<file path="config.mk">
export PLATFORM = sky130hd
export DESIGN_NAME = pipeline_hazard_ctrl
export DESIGN_NICKNAME = d
export VERILOG_FILES = /design/src/rtl/pipeline_hazard_ctrl.sv
export SDC_FILE = /design/constraint.sdc
export NUM_CORES = 1
export LEC_CHECK = 0
export ABC_AREA = 1
export CAP_MARGIN = 20
export CORE_AREA = 2 2 39 41
export CTS_BUF_LIST = sky130_fd_sc_hd__clkbuf_4 sky130_fd_sc_hd__clkbuf_8
export DETAILED_ROUTE_END_ITERATION = 8
export DIE_AREA = 0 0 41 43
export HOLD_SLACK_MARGIN = 0.05
export PLACE_DENSITY = 0.88
export SYNTH_ARGS = -nofsm -noshare
export SYNTH_HDL_FRONTEND = slang
export SYNTH_SLANG_ARGS = --single-unit
</file>
<file path="constraint.sdc">
create_clock -name CLK -period 3.3 [get_ports CLK]
set_clock_uncertainty 0.15 [all_clocks]
set_input_delay 0.495 -clock CLK [delete_from_list [all_inputs] [get_ports CLK]]
set_output_delay 0.495 -clock CLK [all_outputs]
set_load 0.02 [all_outputs]
</file>
<file path="src/rtl/pipeline_hazard_ctrl.sv">
// pipeline_hazard_ctrl: stall/flush/PC-enable sequencing and run/halt state for the five-stage pipeline.
// Optional perf counters (cyc_cnt, stall_cnt, flush_cnt) are built when PIPECTRL_PERF_EN is defined.
module pipeline_hazard_ctrl (
  input  logic       CLK,
  input  logic       nRST,
  input  logic       ihit,
  input  logic       dhit,
  input  logic       exmem_dREN,
  input  logic       exmem_dWEN,
  input  logic       exmem_halt,
  input  logic       idex_dREN,
  input  logic [4:0] idex_wsel,
  input  logic [4:0] ifid_rs,
  input  logic [4:0] ifid_rt,
  input  logic       ifid_rs_used,
  input  logic       ifid_rt_used,
  input  logic       br_taken,
  output logic       pc_EN,
  output logic       ifid_EN,
  output logic       ifid_flush,
  output logic       idex_EN,
  output logic       idex_flush,
  output logic       exmem_EN,
  output logic       exmem_flush,
  output logic       memwb_EN,
  output logic       memwb_flush,
  output logic       iREN,
`ifdef PIPECTRL_PERF_EN
  output logic [31:0] cyc_cnt,
  output logic [31:0] stall_cnt,
  output logic [31:0] flush_cnt,
`endif
  output logic       halt
);
  typedef enum logic {RUN, HALT} state_t;
  state_t r_state, w_next;
  logic   r_halt;
  logic   w_run, w_dwait, w_luse, w_stall_rule, w_br_rule;
  assign w_run   = (r_state == RUN);
  assign w_dwait = (exmem_dREN | exmem_dWEN) & ~dhit;
  assign w_luse  = idex_dREN & (idex_wsel != 5'd0) &
                   ((ifid_rs_used & (ifid_rs == idex_wsel)) | (ifid_rt_used & (ifid_rt == idex_wsel)));
  assign w_br_rule    = w_run & ~w_dwait & ~exmem_halt & br_taken;
  assign w_stall_rule = w_run & (w_dwait | (~exmem_halt & ~br_taken & (w_luse | ~ihit)));
  always_ff @(posedge CLK or negedge nRST) begin
    if (!nRST) begin
      r_state <= RUN;
      r_halt  <= 1'b0;
    end else begin
      r_state <= w_next;
      r_halt  <= (w_next == HALT);
    end
  end
  assign halt = r_halt;
  always_comb begin
    w_next      = r_state;
    pc_EN       = 1'b0;
    ifid_EN     = 1'b0;
    ifid_flush  = 1'b0;
    idex_EN     = 1'b0;
    idex_flush  = 1'b0;
    exmem_EN    = 1'b0;
    exmem_flush = 1'b0;
    memwb_EN    = 1'b0;
    memwb_flush = 1'b0;
    iREN        = w_run & ~w_dwait;
    if (w_run) begin
      // Priority order matters: a pending data access freezes everything, even a halt in MEM.
      if (w_dwait) begin
        memwb_flush = 1'b1;
      end else if (exmem_halt) begin
        ifid_flush  = 1'b1;
        idex_flush  = 1'b1;
        exmem_flush = 1'b1;
        memwb_EN    = 1'b1;
        w_next      = HALT;
      end else if (br_taken) begin
        pc_EN      = 1'b1;
        ifid_flush = 1'b1;
        idex_flush = 1'b1;
        exmem_EN   = 1'b1;
        memwb_EN   = 1'b1;
      end else if (w_luse || !ihit) begin
        idex_flush = 1'b1;
        exmem_EN   = 1'b1;
        memwb_EN   = 1'b1;
      end else begin
        pc_EN    = 1'b1;
        ifid_EN  = 1'b1;
        idex_EN  = 1'b1;
        exmem_EN = 1'b1;
        memwb_EN = 1'b1;
      end
    end
  end
`ifdef PIPECTRL_PERF_EN
  logic [31:0] r_cyc_cnt, r_stall_cnt, r_flush_cnt;
  always_ff @(posedge CLK or negedge nRST) begin
    if (!nRST) begin
      r_cyc_cnt   <= 32'd0;
      r_stall_cnt <= 32'd0;
      r_flush_cnt <= 32'd0;
    end else begin
      r_cyc_cnt   <= r_cyc_cnt + {31'd0, w_run};
      r_stall_cnt <= r_stall_cnt + {31'd0, w_stall_rule};
      r_flush_cnt <= r_flush_cnt + {31'd0, w_br_rule};
    end
  end
  assign cyc_cnt   = r_cyc_cnt;
  assign stall_cnt = r_stall_cnt;
  assign flush_cnt = r_flush_cnt;
`else
  logic w_unused;
  assign w_unused = w_stall_rule ^ w_br_rule;
`endif
endmodule

</file>
==> run_results.csv <==
group,metric,value,unit
critical_path,reg2reg_from,"halt",
critical_path,reg2reg_slack,2280,ps
critical_path,crit_buf_inv,4,
logic_synthesis,yosys.area_share.adder,0,
logic_synthesis,syn-num-nets,106,
logic_synthesis,synthDistinctLibCells,15,
floorplanning,core,1380,sq um
routing,wl_per_cell,8.19,um
clocking,cts_hold_buf,0,
critical_path,timing.rr.end,"halt",
final_layout,largest_reg_flops,1,
placed_design,hpwlAfterDp,1010,um
floorplanning,die_h,43,um
routing,via_per_inst,4.01,
timing,fin_tns_setup,0,ps
logic_synthesis,synth.cell_area,363,sq um
timing,fmax,345,MHz
timing,hold_viol,0,
global_route,grtUsageTotal,0.132,
clocking,clk_latency,0,ps
final_layout,fin_cells,130,
final_layout,area_growth,101,%
floorplanning,start_util,0.262,
final_layout,mostFrequentLayoutCell,"clkdlybuf4s50_1",
logic_synthesis,synth_top_family_by_area,"simple AND/OR/NAND/NOR gates",
global_route,grt_start_max_net_pins,5,
critical_path,crit_end,"idex_flush",
final_layout,layout_common_cells,"36 x clkdlybuf4s50_1, 31 x nand2_1, 16 x inv_1",
critical_path,worstSetupStartpointType,"input port",
placed_design,portBuffers,36,
clocking,post-cts-setup-buffers,0,
floorplanning,die_w,41,um
job,cap_violations,0,
critical_path,end_kind,"output pin",
final_layout,diodes,0,
critical_path,crit_slowest_cell,"clkdlybuf4s50_1",
routing,route.met3.wl,42,um
logic_synthesis,synth_compound_area_frac,0.0379,
global_route,grt_pass1_wl,1750,um
routing,drtIter0Drc,8,
logic_synthesis,synth_seq_cells,1,
clocking,clk_pin_slew_worst_paths,0,ps
routing,wl_met1,425,um
final_layout,fin_nets,142,
critical_path,worst_r2r_path_depth,2,
floorplanning,core.rowCount,14,
logic_synthesis,synth_xor_area_frac,0,
critical_path,cp.depth,12,
routing,dr.max_layer_used,"met3",
logic_synthesis,syn_inst,80,
critical_path,cp_common_cell,"nand2_1",
routing,wl_met2,597,um
floorplanning,io_pins,37,
routing,drc_errors,0,
pwr,p_leak,0.378,nW
final_layout,drive_gt1_frac,0.0877,
critical_path,crit_start,"idex_wsel[4]",
critical_path,critPathMaxStageDelay,590,ps
placed_design,dp.cells,130,
logic_synthesis,synthSimpleGateAreaFrac,0.645,
critical_path,path_delay_family,"buffers and inverters",
critical_path,required,2650,ps
critical_path,path_max_fanout,4,
pwr,ir_drop,0.0442,mV
critical_path,crit_arrival,2250,ps
timing,layout_min_cycle_time,2900,ps
logic_synthesis,avgSynthCellArea,4.54,sq um
placed_design,place_congestion,0.734,
timing,period_share,0.878,
timing,finalSetupViolCount,0,
global_route,grt_overflow,0,
clocking,post_cts_resize_count,0,
timing,rsz0062_at_grt,"false",
routing,dr_total_vias,521,
pwr,power_density,96.6,nW/um^2
hold_path,hp-class,"reg -> reg",
logic_synthesis,ys_seq_area_frac,0.0690,
logic_synthesis,yosysWarnings,0,
floorplanning,dieArea,1760,sq um
routing,postRouteAntennaNets,0,
timing,relSlewSlack,0.839,
timing,slew_violations,0,
global_route,antenna_found_initial,0,
timing,tightest_slew,239,ps
global_route,grt_pass1_vias,450,
critical_path,crit_chain,"clkdlybuf4s50_1 -> inv_2 -> nand2_1 -> nand2_1 -> nor2_1 -> nand3_1 -> nand2_1 -> nand2_2 -> nand3_2 -> nand2_1 -> inv_1 -> clkdlybuf4s50_1",
run_status,status,"completed",
logic_synthesis,synthMuxAreaShare,0,
routing,first_pass_iters,4,
routing,finalWirelength,1070,um
critical_path,crit_type,"in -> out",
[layer usage]
| layer | track usage | vias up |
|---|---|---|
| met4 | 0.0133 | 0 |
| met3 | 0.00524 | 0 |
| li1 | - | 297 |
| met2 | 0.244 | 11 |
| met1 | 0.163 | 213 |
| met5 | 0 | - |
[logic make-up (layout without fill, tap and decap cells)]
kind of cell           after synthesis  count (layout)
AND/OR/NAND/NOR                     55              55
AO/OA/AOI/OAI                        2               2
buffers and inverters               22              56
flip-flops                           1               1
[synth_stat cells]
master    n  area [sq um]
inv_1    16          60.1
nor2_2    2          12.5
nand4_1   1          6.26
inv_2     4          15.0
nand2_2   1          6.26
nor2_1   15          56.3
dfrtp_1   1          25.0
o21ai_0   1          5.00
nand2_1  31           116
nor2_4    1          11.3
a21oi_2   1          8.76
buf_4     2          15.0
nand3_1   2          10.0
nor3_1    1          5.00
nand3_2   1          10.0
[how the worst min path moves through the flow]
stage                     start    to  cells after the start
final                      halt  halt                      2
after global routing       halt  halt                      2
after CTS                  halt  halt                      2
after detailed placement   halt  halt                      2
after global placement     halt  halt                      2
after floorplan            nRST  halt                      0
[power breakdown]
group	switching, W	internal (W)	total (W)	leakage, nW
clock network	0	0	0	0
registers	0.0000000381	0.0000125	0.0000126	0.00875
logic	0.0000227	0.0000351	0.0000578	0.369
total	0.0000227	0.0000476	0.0000704	0.378
[worst min-delay path, stage by stage, from the launching register on]
cell and delay, ps:
dfrtp_1 390, nor2_1 100, nor2_1 60
[cell type report]
cell class | instances | area (sq um)
Sequential cell | 1 | 25.0
Multi-Input combinational cell | 57 | 248
Fill cell | 135 | 656
Timing Repair Buffer | 36 | 360
Inverter | 20 | 75.1
Tap cell | 16 | 20.0
[stage by stage]
step | instance area, sq um | total power, W | hold slack, ps | util | setup WS (ps)
2_1_floorplan | 363 | 0.0000335 | 49.4 | - | 1040
3_3_place_gp | 728 | 0.0000694 | 410 | 0.526 | 423
3_5_place_dp | 728 | 0.0000706 | 436 | 0.526 | 399
4_1_cts | 728 | 0.0000708 | 436 | 0.526 | 396
5_1_grt | 728 | 0.0000773 | 444 | 0.526 | 238
6_report | 728 | 0.0000704 | 447 | 0.526 | 402
(Power assumes the default switching activity.)
